File: src/rtl/ram_arbiter.sv
// ram_arbiter: shares one single-port data RAM between the CPU MEM stage and a
// loader port. Round-robin arbitration with one access per cycle. A loader lock
// gives the loader burst priority, but after LOCK_MAX consecutive locked loader
// grants a waiting CPU is let through for one cycle. Read data from the RAM
// arrives one cycle after the access and is routed to the requester that issued it.
module ram_arbiter #(
   parameter int RAM_ADDRESS_BITWIDTH = 16,
   parameter int DATA_WIDTH           = 32,
   parameter int LOCK_MAX             = 16
) (
   input  logic                            clk,
   input  logic                            reset_n,
   // CPU MEM-stage port
   input  logic                            cpu_req,
   input  logic                            cpu_wren,
   input  logic [RAM_ADDRESS_BITWIDTH-1:0] cpu_address,
   input  logic [DATA_WIDTH-1:0]           cpu_write_data,
   output logic                            cpu_ack,
   output logic                            cpu_read_valid,
   output logic [DATA_WIDTH-1:0]           cpu_read_data,
   // loader port
   input  logic                            ldr_req,
   input  logic                            ldr_wren,
   input  logic [RAM_ADDRESS_BITWIDTH-1:0] ldr_address,
   input  logic [DATA_WIDTH-1:0]           ldr_write_data,
   input  logic                            ldr_lock,
   output logic                            ldr_ack,
   output logic                            ldr_read_valid,
   output logic [DATA_WIDTH-1:0]           ldr_read_data,
   // RAM side
   output logic [RAM_ADDRESS_BITWIDTH-1:0] ram_address,
   output logic [DATA_WIDTH-1:0]           ram_write_data,
   output logic                            ram_wren,
   input  logic [DATA_WIDTH-1:0]           ram_data
);

   localparam int CW = $clog2(LOCK_MAX + 1);

   typedef enum logic {ST_OPEN, ST_LOCKED} state_t;
   typedef enum logic {GR_CPU, GR_LDR} requester_t;

   state_t          r_state;
   requester_t      r_last_grant;
   logic [CW-1:0]   r_lock_count;
   logic            r_cpu_read_valid;
   logic            r_ldr_read_valid;

   logic            w_lock_full;
   logic            w_grant_cpu;
   logic            w_grant_ldr;

   assign w_lock_full = (r_lock_count == CW'(LOCK_MAX));

   // Pick at most one requester for this cycle.
   always_comb begin
      // NOTE: every always_comb output gets a default first so no path leaves it unassigned (no latch).
      w_grant_cpu = 1'b0;
      w_grant_ldr = 1'b0;
      if (r_state == ST_LOCKED && cpu_req && w_lock_full) begin
         // fairness slot: CPU has waited out a full locked burst
         w_grant_cpu = 1'b1;
      end else if (r_state == ST_LOCKED && ldr_req && ldr_lock) begin
         w_grant_ldr = 1'b1;
      end else if (cpu_req && ldr_req) begin
         // round-robin: the one that did not win last time
         if (r_last_grant == GR_LDR) w_grant_cpu = 1'b1;
         else                        w_grant_ldr = 1'b1;
      end else begin
         w_grant_cpu = cpu_req;
         w_grant_ldr = ldr_req;
      end
   end

   // Acks are suppressed while reset is held so nothing issues during reset.
   assign cpu_ack = w_grant_cpu & reset_n;
   assign ldr_ack = w_grant_ldr & reset_n;

   // Granted requester's fields drive the RAM; idle cycles drive zeros.
   always_comb begin
      ram_wren       = 1'b0;
      ram_address    = '0;
      ram_write_data = '0;
      if (cpu_ack) begin
         ram_wren       = cpu_wren;
         ram_address    = cpu_address;
         ram_write_data = cpu_write_data;
      end else if (ldr_ack) begin
         ram_wren       = ldr_wren;
         ram_address    = ldr_address;
         ram_write_data = ldr_write_data;
      end
   end

   // Arbitration FSM: lock state, burst length counter and round-robin pointer.
   always_ff @(posedge clk or negedge reset_n) begin
      if (!reset_n) begin
         r_state      <= ST_OPEN;
         r_last_grant <= GR_LDR;
         r_lock_count <= '0;
      end else begin
         // NOTE: sequential state uses non-blocking assignments so every register samples pre-edge values.
         if (cpu_ack)      r_last_grant <= GR_CPU;
         else if (ldr_ack) r_last_grant <= GR_LDR;

         case (r_state)
            ST_OPEN: begin
               if (ldr_ack && ldr_lock) begin
                  r_state      <= ST_LOCKED;
                  r_lock_count <= CW'(1);
               end
            end
            ST_LOCKED: begin
               if (!ldr_lock) begin
                  r_state      <= ST_OPEN;
                  r_lock_count <= '0;
               end else if (cpu_ack && w_lock_full) begin
                  r_lock_count <= '0;
               end else if (ldr_ack && cpu_req && !w_lock_full) begin
                  // burst length only matters while the CPU is waiting
                  r_lock_count <= r_lock_count + CW'(1);
               end
            end
            default: begin
               r_state      <= ST_OPEN;
               r_lock_count <= '0;
            end
         endcase
      end
   end

   // Remember which requester issued a read so the RAM's next-cycle data goes back to it.
   always_ff @(posedge clk or negedge reset_n) begin
      if (!reset_n) begin
         r_cpu_read_valid <= 1'b0;
         r_ldr_read_valid <= 1'b0;
      end else begin
         r_cpu_read_valid <= cpu_ack & ~cpu_wren;
         r_ldr_read_valid <= ldr_ack & ~ldr_wren;
      end
   end

   assign cpu_read_valid = r_cpu_read_valid;
   assign ldr_read_valid = r_ldr_read_valid;
   assign cpu_read_data  = r_cpu_read_valid ? ram_data : '0;
   assign ldr_read_data  = r_ldr_read_valid ? ram_data : '0;

endmodule

File: config.mk
export PLATFORM = sky130hd
export DESIGN_NAME = ram_arbiter
export DESIGN_NICKNAME = d
export VERILOG_FILES = /design/src/rtl/ram_arbiter.sv
export SDC_FILE = /design/constraint.sdc
export NUM_CORES = 1
export LEC_CHECK = 0
export CAP_MARGIN = 20
export CELL_PAD_IN_SITES_DETAIL_PLACEMENT = 2
export CELL_PAD_IN_SITES_GLOBAL_PLACEMENT = 2
export CORE_ASPECT_RATIO = 1.5
export CORE_MARGIN = 5
export CORE_UTILIZATION = 10
export CTS_CLUSTER_DIAMETER = 100
export DETAILED_ROUTE_END_ITERATION = 6
export HOLD_SLACK_MARGIN = 0.06
export PLACE_DENSITY_LB_ADDON = 0.1
export SETUP_SLACK_MARGIN = 0.1
export SLEW_MARGIN = 15
export SYNTH_ARGS = -nofsm -noshare
export SYNTH_HDL_FRONTEND = slang
export SYNTH_SLANG_ARGS = --single-unit
export TNS_END_PERCENT = 100
File: constraint.sdc
create_clock -name clk -period 6.5 [get_ports clk]
set_input_delay 1.95 -clock clk [delete_from_list [all_inputs] [get_ports clk]]
set_output_delay 1.95 -clock clk [all_outputs]
set_load 0.05 [all_outputs]
==> metrics.txt, run 1 <==
Via Count=2508; fin. max-slew vios=0; worst-margin pin slew=957 ps; design area=0.00476 sq mm; Worst-path clk slew=about 40 ps; die area=between 0.015 and 0.02 sq mm; hold path depth=2; share of layout cells above drive strength 1=about 15%; CP Launch Point=ldr_req; hold path start=r_last_grant$_DFFE_PN1P_; synth warn=0; Syn Area/Cell=a little over 8 sq um; met1 wire length=between 3 and 4 mm; Tot GR Track Use=between 10 and 15%; CTS root buf=clkbuf_16; Die Width=between 100 and 150 microns; register area share after synthesis=15.2%; initial drt markers=43; overall routed net length=between 10 and 15 mm; Post-Synthesis Cells=~180; Area Overhead vs Synth=220%; max_slew headroom=approximately 36%; routability cong.=approximately 0.75; WL met2=about 7 mm; Cell Area, Synth=approximately 0.0015 sq mm; crit-path max cell delay=between 600 and 700 ps; MaxCap Viol Count=0; total CTS buffers=3; Crit-path slowest cell=clkdlybuf4s50_1; Final Critical Period=5930 ps; CTS Hold Buffers Added=0; largest buffer count on any clock path=2; CTS tree=yes; met3 wire length=approximately 1.3 mm; peak supply drop=0.0703 mV; crit-path max FO=52; reg2reg setup slack=4400 ps; vias in the first global route=around 3000; hold endpoint=r_last_grant$_DFFE_PN1P_; leakage power total=approximately 1.9 nW; # IOs=252; Setup crit start kind=primary input; CP required=roughly 4600 ps; Data arrival, critical path=approximately 4000 ps; top sig layer=met4; clk_lat worst skew=around 240 ps; Nets=563; setup TNS=0 ps; Starting Density=around a tenth; # resized after CTS=0; cell depth of the worst flop-to-flop path=7; GR Overflow Total=0; Cell variety after synth=34; Hold Fails Final Rpt=0; CP endpoint kind=primary output; flops & latches, synth=9; Reg-to-Reg End=ldr_read_valid$_DFF_PN0_; CP Cell Sequence=clkdlybuf4s50_1, nand2_1, a221oi_4, buf_4, a22o_1, buf_12; Post-DRT Antenna Nets=0; post-CTS setup buffers=0; Core Area=roughly 0.015 sq mm; drt pass-1 iters=4; vias per cell=4.03; r2r startpoint=r_lock_count[0]$_DFFE_PN0P_; FP Rows=54; status=complete, no violations; crit share post-route=about nine tenths; syn nets=320; DP Area=between 0.004 and 0.005 sq mm; HP Class=reg -> reg; initial antenna violation count=1; post-route clock skew=3.89 ps; CP Class=in -> out; # H-tree levels=1; highest clock rate=about 0.17 GHz; RSZ-0062 raised after global routing=false; HPWL Detailed=approximately 10 mm; first-pass GRT wire length=18.0 mm; port bufs=roughly 250; final setup vio count=0; pwr dens=130 mW/mm^2; # DRC=0; largest net degree at the start of global routing=53; Clock Sinks=9; Die Y=around 160 microns; WL/cell=19.6 microns
[report_power, final]
| part | internal [mW] | switching, mW |
|---|---|---|
| Clock | 0.0812 | 0.0289 |
| Combinational | 0.219 | 0.220 |
| Sequential | 0.0615 | 0.0107 |
| Total | 0.362 | 0.259 |
[cells in the mapped netlist]
cell type	number	share of area, %
a221oi_4	1	1.8
a32o_1	1	0.67
dfstp_2	1	1.8
nand2b_1	1	0.42
nor2_1	4	1.0
a21oi_4	1	1.1
o21ba_2	1	0.67
and2_1	67	28
nor3_1	1	0.34
nand2_1	3	0.76
ha_1	2	1.7
o21a_1	1	0.50
nand3_1	3	1.0
nor2b_1	1	0.42
a22oi_4	1	1.4
xnor2_1	1	0.59
nor4bb_1	1	0.67
a41oi_1	1	0.59
a22o_1	50	29
a31oi_1	1	0.42
a21oi_1	2	0.67
inv_1	4	1.0
buf_6	5	3.8
nand2_2	1	0.42
o21ai_0	3	1.0
clkbuf_1	6	1.5
o21bai_1	1	0.50
dfrtp_1	8	13
a21o_1	1	0.50
buf_4	1	0.50
and2b_1	1	0.50
a22oi_1	1	0.50
buf_2	5	1.7
a21bo_2	1	0.67
[how the worst max path moves through the flow]
stage / to
5_1_grt: ram_address[7]
2_1_floorplan: ram_address[2]
6_report: ram_address[0]
3_5_place_dp: ram_write_data[16]
4_1_cts: ram_write_data[15]
3_3_place_gp: ram_write_data[10]
[per-layer routing]
metal | track usage, % | vias up
met5 | 0 | -
met4 | 4.25 | 0
met3 | 6.41 | 15
met2 | 26.7 | 155
met1 | 11.8 | 1191
li1 | - | 1147
[layout make-up]
cell class	count	area (sq um)
Fill cell	1660	9830
Tap cell	196	245
Clock buffer	3	75.1
Inverter	4	15.0
Timing Repair Buffer	255	3060
Antenna cell	1	2.50
Sequential cell	9	226
Multi-Input combinational cell	153	1140
Clock inverter	1	5.00
[critical path, delay by kind of cell]
family / cells / cell delay (ps)
AND/OR/NAND/NOR: 1 / 150
AO/OA/AOI/OAI: 2 / 500
buffers and inverters: 3 / 1330
[flip-flops by register name, summed over array words and instances, names as in the netlist]
register and cells:
r_state 1, cpu_read_valid 1, ldr_read_valid 1, r_lock_count 5, r_last_grant 1
[kinds of logic after synthesis]
kind of cell,count (synthesis),synth area share (%)
adder cells (fa/ha/maj),2,1.68
buffers and inverters,21,8.48
flip-flops,9,15.2
XOR/XNOR,1,0.588
AND/OR/NAND/NOR,83,33.7
AO/OA/AOI/OAI,67,40.4
[per-stage QoR]
stage	hold slack [ps]	utilization, %	setup slack, ps	power [mW]	cells
2_1_floorplan	495	-	1210	0.269	183
3_3_place_gp	524	32.1	583	0.513	617
3_5_place_dp	528	32.1	583	0.517	617
4_1_cts	554	32.6	553	0.631	621
5_1_grt	575	32.6	426	0.648	622
6_report	545	32.6	566	0.621	622
[cell usage in the layout, fill, tap and decap left out, types with 2 or more instances in the layout]
cell	n
buf_4	3
a22o_1	50
nor2_1	4
clkdlybuf4s50_1	201
clkbuf_16	3
buf_12	51
and2_1	67
inv_1	4
nand3_1	3
o21ai_0	3
ha_1	2
a21oi_1	2
dfrtp_1	8
nand2_1	3
(Power assumes the default switching activity.)
==> inputs of run 2 (changes only) <==
- TNS_END_PERCENT: 100 -> 20
==> results of run 2 <==
No change in the layout: final DEF, timing and power equal those of run 1.
